`src/rtl/invaders_pkg.sv`:
```
// Shared geometry, timing constants and launcher state encoding for the alien bomb launcher.
package invaders_pkg;

    localparam int NB_LIN        = 4;
    localparam int NB_COL        = 8;
    localparam int ALIENS_WIDTH  = 20;
    localparam int STEP_H        = 20;
    localparam int ALIENS_HEIGHT = 10;
    localparam int STEP_V        = 10;
    localparam int SCREEN_WIDTH  = 640;
    localparam int SCREEN_HEIGHT = 480;
    localparam int LIMIT_BOTTOM  = 40;
    localparam int SHIP_WIDTH    = 30;
    localparam int SHIP_HEIGHT   = 10;

    localparam int NB_BOMBS      = 3;
    localparam int BOMB_SPEED    = 2;
    localparam int FIRE_PERIOD   = 45;
    localparam int LIVES_INIT    = 3;
    localparam int HIT_COOLDOWN  = 60;

    localparam int COL_PITCH     = ALIENS_WIDTH + STEP_H;
    localparam int ROW_PITCH     = ALIENS_HEIGHT + STEP_V;
    localparam int BOMB_Y_LIMIT  = SCREEN_HEIGHT - LIMIT_BOTTOM;

    typedef enum logic [1:0] {
        IDLE   = 2'd0,
        SEARCH = 2'd1,
        SPAWN  = 2'd2
    } launcher_state_t;

    // Unsigned distance: pick the larger operand first so no signed math is needed.
    function automatic logic [9:0] abs_diff(input logic [9:0] a, input logic [9:0] b);
        return (a >= b) ? (a - b) : (b - a);
    endfunction

endpackage

```
`src/rtl/alien_bomb_launcher_bomb_slot.sv`:
```
// One bomb slot: holds position, falls once per live frame, leaves play at the bottom,
// and flags a hit against the ship box. Hit or kill always wins over load and motion.
module bomb_slot
    import invaders_pkg::*;
(
    input  logic       clk,
    input  logic       reset,
    input  logic       load,
    input  logic [9:0] load_x,
    input  logic [9:0] load_y,
    input  logic       move,
    input  logic       kill,
    input  logic [9:0] x_ship,
    input  logic [9:0] y_ship,
    output logic       active,
    output logic [9:0] x,
    output logic [9:0] y,
    output logic       hit
);

    logic        active_q, active_d;
    logic [9:0]  x_q, x_d;
    logic [9:0]  y_q, y_d;
    logic [10:0] y_step;

    always_comb begin
        hit = active_q
              && (abs_diff(x_q, x_ship) < 10'(SHIP_WIDTH / 2))
              && (abs_diff(y_q, y_ship) < 10'(SHIP_HEIGHT / 2));
        y_step   = {1'b0, y_q} + 11'(BOMB_SPEED);
        active_d = active_q;
        x_d      = x_q;
        y_d      = y_q;
        if (kill || hit) begin
            active_d = 1'b0;
        end else if (load) begin
            active_d = 1'b1;
            x_d      = load_x;
            y_d      = load_y;
        end else if (move && active_q) begin
            if (y_step >= 11'(BOMB_Y_LIMIT)) begin
                active_d = 1'b0;
            end else begin
                y_d = y_step[9:0];
            end
        end
    end

    always_ff @(posedge clk) begin
        if (!reset) begin
            active_q <= 1'b0;
            x_q      <= '0;
            y_q      <= '0;
        end else begin
            active_q <= active_d;
            x_q      <= x_d;
            y_q      <= y_d;
        end
    end

    assign active = active_q;
    assign x      = x_q;
    assign y      = y_q;

endmodule

```
`src/rtl/alien_bomb_launcher.sv`:
```
// Alien return fire: periodic column search for a bottom-most live alien, bomb spawn into
// the lowest free slot, and lives / cooldown / game-over bookkeeping from slot hits.
module alien_bomb_launcher
    import invaders_pkg::*;
(
    input  logic                     clk,
    input  logic                     reset,
    input  logic                     frameTick,
    input  logic                     pause,
    input  logic [31:0]              alive,
    input  logic [9:0]               xAlien,
    input  logic [9:0]               yAlien,
    input  logic [9:0]               xShip,
    input  logic [9:0]               yShip,
    output logic [NB_BOMBS-1:0]      bombActive,
    output logic [10*NB_BOMBS-1:0]   xBombs,
    output logic [10*NB_BOMBS-1:0]   yBombs,
    output logic                     playerHit,
    output logic [1:0]               lives,
    output logic                     gameOver,
    output launcher_state_t          dbg_state
);

    launcher_state_t state_q, state_d;
    logic [5:0]  timer_q, timer_d, timer_next;
    logic [2:0]  col_q, col_d;
    logic [3:0]  scanned_q, scanned_d, scanned_inc;
    logic [1:0]  row_q, row_d;
    logic [7:0]  lfsr_q, lfsr_d;
    logic [5:0]  cooldown_q, cooldown_d;
    logic [1:0]  lives_q, lives_d;
    logic        game_over_q, game_over_d;
    logic        player_hit_q, player_hit_d;

    logic [NB_BOMBS-1:0] slot_active, slot_hit, slot_load, free_onehot;
    logic        tick_live, move, kill_all, free_any, col_found, spawn_ok;
    logic [1:0]  col_row;
    logic [10:0] spawn_x, spawn_y;

    always_comb begin
        col_found = 1'b0;
        col_row   = '0;
        for (int i = 0; i < NB_LIN; i++) begin
            if (alive[i*NB_COL + int'(col_q)]) begin
                col_found = 1'b1;
                col_row   = 2'(i);
            end
        end
        // Downward scan so the lowest free index is the one left standing.
        free_onehot = '0;
        for (int k = NB_BOMBS - 1; k >= 0; k--) begin
            if (!slot_active[k]) begin
                free_onehot    = '0;
                free_onehot[k] = 1'b1;
            end
        end
        free_any = ~&slot_active;
        spawn_x  = {1'b0, xAlien} + 11'(col_q) * 11'(COL_PITCH);
        spawn_y  = {1'b0, yAlien} + 11'(row_q) * 11'(ROW_PITCH) + 11'(ALIENS_HEIGHT / 2);
        spawn_ok = (spawn_x < 11'(SCREEN_WIDTH)) && (spawn_y < 11'(BOMB_Y_LIMIT));
    end

    always_comb begin
        lfsr_d       = {lfsr_q[6:0], lfsr_q[7] ^ lfsr_q[5] ^ lfsr_q[4] ^ lfsr_q[3]};
        tick_live    = frameTick & ~pause;
        move         = tick_live & ~game_over_q;
        timer_next   = (timer_q == 6'd0) ? 6'd0 : timer_q - 6'd1;
        scanned_inc  = scanned_q + 4'd1;
        state_d      = state_q;
        timer_d      = timer_q;
        col_d        = col_q;
        scanned_d    = scanned_q;
        row_d        = row_q;
        cooldown_d   = cooldown_q;
        lives_d      = lives_q;
        game_over_d  = game_over_q;
        player_hit_d = 1'b0;
        kill_all     = 1'b0;
        slot_load    = '0;

        if (tick_live && cooldown_q != 6'd0) begin
            cooldown_d = cooldown_q - 6'd1;
        end
        // Simultaneous hits cost a single life; hits during cooldown only clear bombs.
        if (|slot_hit && cooldown_q == 6'd0) begin
            player_hit_d = 1'b1;
            lives_d      = (lives_q == 2'd0) ? 2'd0 : lives_q - 2'd1;
            cooldown_d   = 6'(HIT_COOLDOWN);
            if (lives_d == 2'd0) begin
                game_over_d = 1'b1;
                kill_all    = 1'b1;
            end
        end

        case (state_q)
            IDLE: begin
                if (tick_live && !game_over_q) begin
                    if (timer_next == 6'd0 && free_any) begin
                        timer_d   = 6'(FIRE_PERIOD);
                        col_d     = lfsr_q[2:0];
                        scanned_d = '0;
                        state_d   = SEARCH;
                    end else begin
                        timer_d = timer_next;
                    end
                end
            end
            SEARCH: begin
                if (col_found) begin
                    row_d   = col_row;
                    state_d = SPAWN;
                end else begin
                    col_d     = col_q + 3'd1;
                    scanned_d = scanned_inc;
                    if (scanned_inc == 4'(NB_COL)) state_d = IDLE;
                end
            end
            SPAWN: begin
                if (spawn_ok) slot_load = free_onehot;
                state_d = IDLE;
            end
            default: state_d = IDLE;
        endcase

        if (game_over_d) begin
            state_d   = IDLE;
            slot_load = '0;
        end
    end

    always_ff @(posedge clk) begin
        if (!reset) begin
            state_q      <= IDLE;
            timer_q      <= 6'(FIRE_PERIOD);
            col_q        <= '0;
            scanned_q    <= '0;
            row_q        <= '0;
            lfsr_q       <= 8'hA5;
            cooldown_q   <= '0;
            lives_q      <= 2'(LIVES_INIT);
            game_over_q  <= 1'b0;
            player_hit_q <= 1'b0;
        end else begin
            state_q      <= state_d;
            timer_q      <= timer_d;
            col_q        <= col_d;
            scanned_q    <= scanned_d;
            row_q        <= row_d;
            lfsr_q       <= lfsr_d;
            cooldown_q   <= cooldown_d;
            lives_q      <= lives_d;
            game_over_q  <= game_over_d;
            player_hit_q <= player_hit_d;
        end
    end

    for (genvar k = 0; k < NB_BOMBS; k++) begin : g_slot
        bomb_slot u_slot (
            .clk    (clk),
            .reset  (reset),
            .load   (slot_load[k]),
            .load_x (spawn_x[9:0]),
            .load_y (spawn_y[9:0]),
            .move   (move),
            .kill   (kill_all),
            .x_ship (xShip),
            .y_ship (yShip),
            .active (slot_active[k]),
            .x      (xBombs[10*k +: 10]),
            .y      (yBombs[10*k +: 10]),
            .hit    (slot_hit[k])
        );
    end

    assign bombActive = slot_active;
    assign playerHit  = player_hit_q;
    assign lives      = lives_q;
    assign gameOver   = game_over_q;
    assign dbg_state  = state_q;

endmodule

```
`config.mk`:
```
export PLATFORM = sky130hd
export DESIGN_NAME = alien_bomb_launcher
export DESIGN_NICKNAME = d
export VERILOG_FILES = /design/src/rtl/invaders_pkg.sv /design/src/rtl/alien_bomb_launcher_bomb_slot.sv /design/src/rtl/alien_bomb_launcher.sv
export SDC_FILE = /design/constraint.sdc
export NUM_CORES = 1
export LEC_CHECK = 0
export CAP_MARGIN = 20
export CORE_ASPECT_RATIO = 1.25
export CORE_MARGIN = 5
export CORE_UTILIZATION = 48
export CTS_CLUSTER_SIZE = 16
export DETAILED_ROUTE_END_ITERATION = 8
export MAX_ROUTING_LAYER = met4
export PLACE_DENSITY = 0.71
export SYNTH_ARGS = -nofsm -noshare
export SYNTH_HDL_FRONTEND = slang
export SYNTH_SLANG_ARGS = --single-unit
```
`constraint.sdc`:
```
create_clock -name clk -period 5.7 [get_ports clk]
set_input_delay 0.855 -clock clk [delete_from_list [all_inputs] [get_ports clk]]
set_output_delay 0.855 -clock clk [all_outputs]
set_load 0.02 [all_outputs]
```
Word-level counts from Yosys, hierarchy flattened --
Cells that the tools add are included.
Storage, ports and cells: bits in registers 98, input port bits 76, output and inout bits 69, word-level logic and storage cells 215
Cells by class: add/subtract/negate cells 26, $mul 2, $lt $le $gt $ge 21, eq/ne operators 10, mux-type cells 71, bitwise gates (word level) 11, reduce and logical (&&, ||, !) cells 54
Operator list (number):
- 10-bit two-way mux | 15
- 10-bit subtractor | 12
- 10-bit greater-or-equal comparator | 6
- 10-bit by 2-bit adder with 11-bit output (second input constant) | 3
- 11-bit by 9-bit greater-or-equal comparator with 1-bit output (second input constant) | 3
- 10-bit by 3-bit less-than comparator with 1-bit output (second input constant) | 3
- 10-bit by 4-bit less-than comparator with 1-bit output (second input constant) | 3
- 3-bit two-way mux | 9
- 1-bit two-way mux | 26
- 6-bit two-way mux | 4
- 6-bit zero test | 3
- 2-bit AND reduction | 8
- 2-bit nonzero test | 8
- 1-bit binary-select mux with 5-bit select | 3
- 3-bit AND reduction | 5
- 1-bit logical AND | 14
- 2-bit two-way mux | 7
- 5-bit by 3-bit adder with 6-bit output (first input constant) | 2
- 6-bit less-than comparator (second input constant) | 2
- 4-bit two-way mux | 3
- 2-bit != test (second input constant) | 6
- 6-bit by 1-bit subtractor with 6-bit output (second input constant) | 2
- 10-bit by 7-bit adder with 11-bit output | 1
- 10-bit by 9-bit adder with 11-bit output | 1
- 29 further kinds | 46

Depth between registers and ports, before layout --
Gate-level depths: netlist of the first run.
depth in word-level cells 11, gate-level depth with buffers 18, mapped depth without buffers 15

Hierarchy --
From an unflattened synthesis of the first run, not the netlist that was laid out.
Unflattened totals: cells, all modules 1620, area, all modules 12221.7 µm²
Modules (own cells, without submodules):
- bomb_slot at g_slot[0].u_slot | times used 1, cells an instance 437, area an instance 3190.6 µm², seq. area each 420.4 µm²
- bomb_slot at g_slot[1].u_slot | times used 1, cells an instance 429, area an instance 3176.8 µm², seq. area each 420.4 µm²
- bomb_slot at g_slot[2].u_slot | times used 1, cells an instance 410, area an instance 3083.0 µm², seq. area each 420.4 µm²
- alien_bomb_launcher | times used 1, cells an instance 344, area an instance 2771.4 µm², seq. area each 700.7 µm²

Worst setup path after synthesis of the first run --
OpenSTA, ideal clock, no wires.
kind input port to flip-flop, start input port yShip[1], end register g_slot[1].u_slot.y_q[8], library setup time 0.117 ns, arrival time 4.574 ns, data required time 5.583 ns, slack 1.009 ns, cell stages on the path 15, path buffers 2, cell sequence inv_1 > fa_1 > a21o_1 > a221o_1 > a211oi_4 > buf_6 > mux2i_1 > xnor2_1 > nand2_1 > or4_1 > or3_4 > nor2b_1 > buf_6 > a32o_1 > a32o_1
On the way: longest elaborated chain between the ends 10, elaborated cells between the ends (all ways) 29, those cells by class 6 x add/sub; 6 x order compare; 1 x eq/ne; 7 x mux; 1 x bitwise; 8 x reduce/logical
RTL lines:
- from (decl) | RTL line alien_bomb_launcher.sv:14 | input logic [9:0] yShip,
- 10-bit subtractor or 10-bit greater-or-equal comparator (tied branches) | RTL line invaders_pkg.sv:34 | return (a >= b) ? (a - b) : (b - a);
- 10-bit two-way mux | RTL line invaders_pkg.sv:34
- 10-bit by 3-bit less-than comparator with 1-bit output | RTL line alien_bomb_launcher_bomb_slot.sv:29 | && (abs_diff(y_q, y_ship) < 10'(SHIP_HEIGHT / 2));
- 1-bit logical AND | RTL line alien_bomb_launcher_bomb_slot.sv:29
- 3-bit OR reduction | RTL line alien_bomb_launcher.sv:85 | if (|slot_hit && cooldown_q == 6'd0) begin
- 1-bit logical AND | RTL line alien_bomb_launcher.sv:85
- 1-bit two-way mux | RTL line alien_bomb_launcher.sv:85
- 3-bit two-way mux or 1-bit logical OR (tied branches) | RTL line alien_bomb_launcher.sv:125, alien_bomb_launcher_bomb_slot.sv:34
- 2-bit != test (no line) (tied with other cells)
- 3-bit AND reduction (no line)
- to (signal assigned) | RTL line alien_bomb_launcher_bomb_slot.sv:57 | y_q <= y_d;
- to (decl) | RTL line alien_bomb_launcher_bomb_slot.sv:23 | logic [9:0] y_q, y_d;
Parallel ways exist; a longest one is shown, timed or not. A chain may end at the register's enable or synchronous reset.

Final worst setup path of the first run --
start input port xShip[0], end register g_slot[1].u_slot.y_q[7]
On the way: longest elaborated chain between the ends 11, elaborated cells between the ends (all ways) 32, those cells by class 6 x add/sub; 6 x order compare; 1 x eq/ne; 7 x mux; 1 x bitwise; 11 x reduce/logical
RTL lines:
- from (decl) | RTL line alien_bomb_launcher.sv:13 | input logic [9:0] xShip,
- 10-bit subtractor or 10-bit greater-or-equal comparator (tied branches) | RTL line invaders_pkg.sv:34
- 10-bit two-way mux | RTL line invaders_pkg.sv:34
- 10-bit by 4-bit less-than comparator with 1-bit output | RTL line alien_bomb_launcher_bomb_slot.sv:28 | && (abs_diff(x_q, x_ship) < 10'(SHIP_WIDTH / 2))
- 1-bit logical AND | RTL line alien_bomb_launcher_bomb_slot.sv:28
- 1-bit logical AND | RTL line alien_bomb_launcher_bomb_slot.sv:29
- 3-bit OR reduction | RTL line alien_bomb_launcher.sv:85
- 1-bit logical AND | RTL line alien_bomb_launcher.sv:85
- 1-bit two-way mux | RTL line alien_bomb_launcher.sv:85
- 3-bit two-way mux or 1-bit logical OR (tied branches) | RTL line alien_bomb_launcher.sv:125, alien_bomb_launcher_bomb_slot.sv:34
- 2-bit != test (no line) (tied with other cells)
- 3-bit AND reduction (no line)
Parallel ways exist; a longest one is shown, timed or not.

==> run summary, run 1 <==
By startpoint and endpoint, the worst setup path is classified as input pin to flip-flop. The number of maximum-capacitance violations was 0; the synthesized instance count was 1,521. The tools report the data required time of the critical path as 5.92 ns. STA classifies the critical path endpoint as a flip-flop. The share of layout cells above drive strength 1 came out at 8.303%.

For the net count after synthesis, the log shows 1,751. The relative slew slack is 38.38%. Leaving out fill and tap cells, the most frequent cell in the layout is sky130_fd_sc_hd__clkdlybuf4s50_1.

The final number of hold-violating endpoints is 0, and the number of input and output port buffers inserted is 144. The run gives 145 as the count of boundary I/O pins. For the pin with the worst max-slew slack, the measured transition is 0.9173 ns. The root buffer cell chosen for the clock tree is sky130_fd_sc_hd__clkbuf_16. For the sequential area share after synthesis, the log shows 16.82%. The most numerous cell on the critical path was sky130_fd_sc_hd__buf_4. After floorplanning, the core was sized to cover 23,810 um2. Buffers inserted during clock tree synthesis total 9. After detailed routing, the number of remaining DRC violations is 0. For the placed instance area, the log shows 13,740 um2. The overall power came out at 2.008 mW. Routability-driven placement finished with a final weighted congestion of 0.9823. Yosys attributes the largest share of cell area to sky130_fd_sc_hd__dfxtp_1 (17%), sky130_fd_sc_hd__ha_1 (15%), sky130_fd_sc_hd__a21oi_1 (5.0%), sky130_fd_sc_hd__inv_1 (4.0%), sky130_fd_sc_hd__o21ai_0 (3.7%).

The maximum clock frequency is 0.1824 GHz. In the final routed layout, each cell accounts on average for 19.55 um. Clock latency on the worst-skew pair, taken at its later pin, is 0.36 ns. The final core utilization was 58.99%.

The largest individual stage delay along the critical path comes from the cell sky130_fd_sc_hd__o41ai_1. The highest cell delay on the worst timing path was 0.62 ns. For the finished layout, the period the worst path requires is 5.483 ns.

In the layout the commonest cells are sky130_fd_sc_hd__clkdlybuf4s50_1 (144), sky130_fd_sc_hd__ha_1 (141), sky130_fd_sc_hd__inv_1 (124). For this block, the routed nets add up to 39,080 um of wire. The run gives 63 as the number of rows in the core area. The flow ran to the end, and the final reports show no timing, DRC or antenna violations. Walking the worst path, the cells encountered are clkdlybuf4s50_1 > ha_1 > inv_1 > fa_1 > a211oi_1 > o21ai_0 > o21a_1 > a31o_2 > o41ai_1 > buf_4 > or4b_1 > o32ai_1 > buf_4 > nand3b_2 > buf_4 > mux2i_1 > o221ai_1. Buffers added to address setup during post-CTS repair amount to 0. The effective utilization at floorplan was 48.99%; the layout overhead on the synthesized area was 20.43%. The number of buffers and inverters on the critical path is 5. Once detail routing completed, the nets flagged for antenna violations numbered 0. The top cell type by total area after synthesis was sky130_fd_sc_hd__dfxtp_1. The maximum buffer depth of the clock tree is 2, and the proportion of synthesized flip-flops having asynchronous set or reset is 0%.

The via count of the first global-routing pass came out at 11.77k. The logs give 0 for the total setup violations reported at the end of the flow and 5 for the number of iterations in the first detailed-routing pass. Timing analysis after detailed placement gives a worst setup slack of -0.01218 ns. The launching element type of the critical path is an input pin. The combined area of all synthesized cells is 11,660 um2, and the hold buffer count at CTS is 0. TritonCTS built the clock tree. After the last flow step, the layout net total stands at 1,899. Summed over all cells, the static leakage comes to 5.758 nW. Dividing the final minimum period by the clock period gives 96.20%. The logs give 28.42% for the overall routing resource usage and 3 for the depth of the CTS H-tree. For the initial antenna violation count, the log shows 0. The synthesized design contains 0 enable-type register cells. For this block, the initial DRC count from the detailed router was 945. The die is 149.4 um wide. Worst hold path class: flip-flop to flip-flop. For the number of vias in the routed layout, the log shows 12.26k.

Along the worst path, the maximum fanout reaches 6. The logs give 0.01591 ns for the worst clock skew and 0 for the number of warnings reported in the yosys synthesis log. For this design the ratio of total power to cell area is 143.0 nW/um2.

Including well taps, the total number of placed cells is 1,983. Setup slack on the critical path of the routed design comes to 0.2167 ns. The vertical extent of the die is 184.3 um. The distinct cell type count after synthesis is 88, and the maximum resistive drop on vdd is 0.1831 mV.

The floorplan step defined a die boundary enclosing 27,530 um2. Once the clock tree was built, the resizer swapped 0 gates to a different size. The total congestion overflow was 0; the max-slew violation count was 0. The via-per-instance ratio came out at 6.131.

The arrival time reported for the critical path endpoint came out at 5.70 ns. With fillers left out, the area of the finished cells amounts to 14,040 um2. Dividing the synthesized area by the synthesized cell count gives 7.667 um2.

Grouping stages by cell kind, the critical path spends the most delay in compound AO/OA/AOI/OAI gates. The final standard cell count with taps included and fillers excluded is 1,999. Clock-pin slew was measured on the worst setup and hold paths at 0.07 ns. The top flip-flop cell by instance count after synthesis was sky130_fd_sc_hd__dfxtp_1.

For this design, the sink count on the clock tree is 98. The first-pass GRT wire length was 61,670 um; the area share of the largest cell type after synthesis was 16.82%. Entering global routing, the biggest net connects 49 pins. Once detailed placement completed, the half-perimeter wirelength came to 31,740 um.

Setup repair after global routing left no endpoint under its margin. The post-synthesis sequential element count was 98. The tools report the antenna cell count as 0.
## cells by family after synthesis
group,synth area share [%]
AOI/OAI and AO/OA,27.77
muxes,4.667
and+or+nand+nor,21.99
buffers and inverters,7.189
xor gates and xnor gates,4.206
DFF,16.82
adders and majority gates,17.36
## synth_stat cells (15+ instances only)
cell type                  instances
sky130_fd_sc_hd__xor2_1           21
sky130_fd_sc_hd__nor2_1           94
sky130_fd_sc_hd__clkbuf_1         53
sky130_fd_sc_hd__nor2b_1          32
sky130_fd_sc_hd__o21a_1           27
sky130_fd_sc_hd__a211oi_1         33
sky130_fd_sc_hd__nand2_1         109
sky130_fd_sc_hd__dfxtp_1          98
sky130_fd_sc_hd__o21ai_0          87
sky130_fd_sc_hd__nand2b_1         15
sky130_fd_sc_hd__xnor2_1          35
sky130_fd_sc_hd__or2_2            21
sky130_fd_sc_hd__nor3_1           34
sky130_fd_sc_hd__nand4_1          20
sky130_fd_sc_hd__and3_1           21
sky130_fd_sc_hd__a21oi_1         117
sky130_fd_sc_hd__mux2i_1          33
sky130_fd_sc_hd__o211ai_1         16
sky130_fd_sc_hd__nand3_1          52
sky130_fd_sc_hd__inv_1           125
sky130_fd_sc_hd__ha_1            141
sky130_fd_sc_hd__a21o_1           36
sky130_fd_sc_hd__a31oi_1          25
## registers in the layout, summed over array words and instances (netlist names), 2 cells and up
register	cells
timer_q	6
g_slot.u_slot.y	30
scanned_q	4
cooldown_q	6
g_slot.u_slot.active	3
col_q	3
dbg_state	2
lives	2
g_slot.u_slot.x	30
lfsr_q	8
row_q	2
## worst reg2reg max path, stage by stage (launching register included)
cell,delay [ns]
sky130_fd_sc_hd__dfxtp_1,0.36
sky130_fd_sc_hd__inv_1,0.07
sky130_fd_sc_hd__ha_1,0.23
sky130_fd_sc_hd__inv_1,0.08
sky130_fd_sc_hd__fa_1,0.40
sky130_fd_sc_hd__a211oi_1,0.45
sky130_fd_sc_hd__o21ai_0,0.23
sky130_fd_sc_hd__o21a_1,0.18
sky130_fd_sc_hd__a31o_2,0.25
sky130_fd_sc_hd__o41ai_1,0.62
sky130_fd_sc_hd__buf_4,0.24
sky130_fd_sc_hd__or4b_1,0.52
sky130_fd_sc_hd__o32ai_1,0.16
sky130_fd_sc_hd__buf_4,0.19
sky130_fd_sc_hd__nand3b_2,0.15
sky130_fd_sc_hd__buf_4,0.19
sky130_fd_sc_hd__mux2i_1,0.25
sky130_fd_sc_hd__o221ai_1,0.14
## metal layers
layer | up-vias | GRT usage, % | part of all wire (%)
met5 | - | - | 0
met4 | 0 | 8.059 | 2.9
met3 | 88 | 2.140 | 5.7
met2 | 478 | 48.95 | 48
met1 | 5804 | 35.84 | 43
li1 | 5886 | - | -
## metrics by stage
stage	TNS, ns	hold WS, ns
6_report	0	0.4217
5_1_grt	0	0.4402
4_1_cts	0	0.4241
3_5_place_dp	-0.01785	0.4010
3_3_place_gp	0	0.3942
2_1_floorplan	0	0.3863
## path summary, 6_finish.rpt
kind,cells after the start,end,slack [ns],start
setup reg to reg,17,g_slot[1].u_slot.y[7],0.85,g_slot[1].u_slot.x[0]
setup / recovery,17,g_slot[1].u_slot.y[7],0.22,xShip[0]
hold reg to reg,1,lfsr_q[7],0.42,lfsr_q[6]
hold / removal,1,lfsr_q[7],0.42,lfsr_q[6]
## report_power, final
group | total (mW) | internal [mW] | switching (mW)
Combinational | 0.644 | 0.281 | 0.363
Clock | 0.629 | 0.313 | 0.316
Sequential | 0.735 | 0.705 | 0.0294
Total | 2.01 | 1.30 | 0.708
## area by class of cell
cell class	instances	area, um2
tap	325	406.6
sequential	98	1962
multi-input combinational	1218	8864
fill	2296	9762
clock buffer	9	225.2
clock inverter	7	81.33
timing repair buffer	216	2032
inverter	126	473.0
(Power assumes the default switching activity.)
==> inputs of run 2 (changes only) <==
--- a/config.mk
+++ b/config.mk
@@ -9,7 +9,7 @@
 export CORE_ASPECT_RATIO = 1.25
 export CORE_MARGIN = 5
 export CORE_UTILIZATION = 48
-export CTS_CLUSTER_SIZE = 16
+export CTS_CLUSTER_SIZE = 24
 export DETAILED_ROUTE_END_ITERATION = 8
 export MAX_ROUTING_LAYER = met4
 export PLACE_DENSITY = 0.71
==> results of run 2 <==
No change in the layout: final DEF, timing and power equal those of run 1.
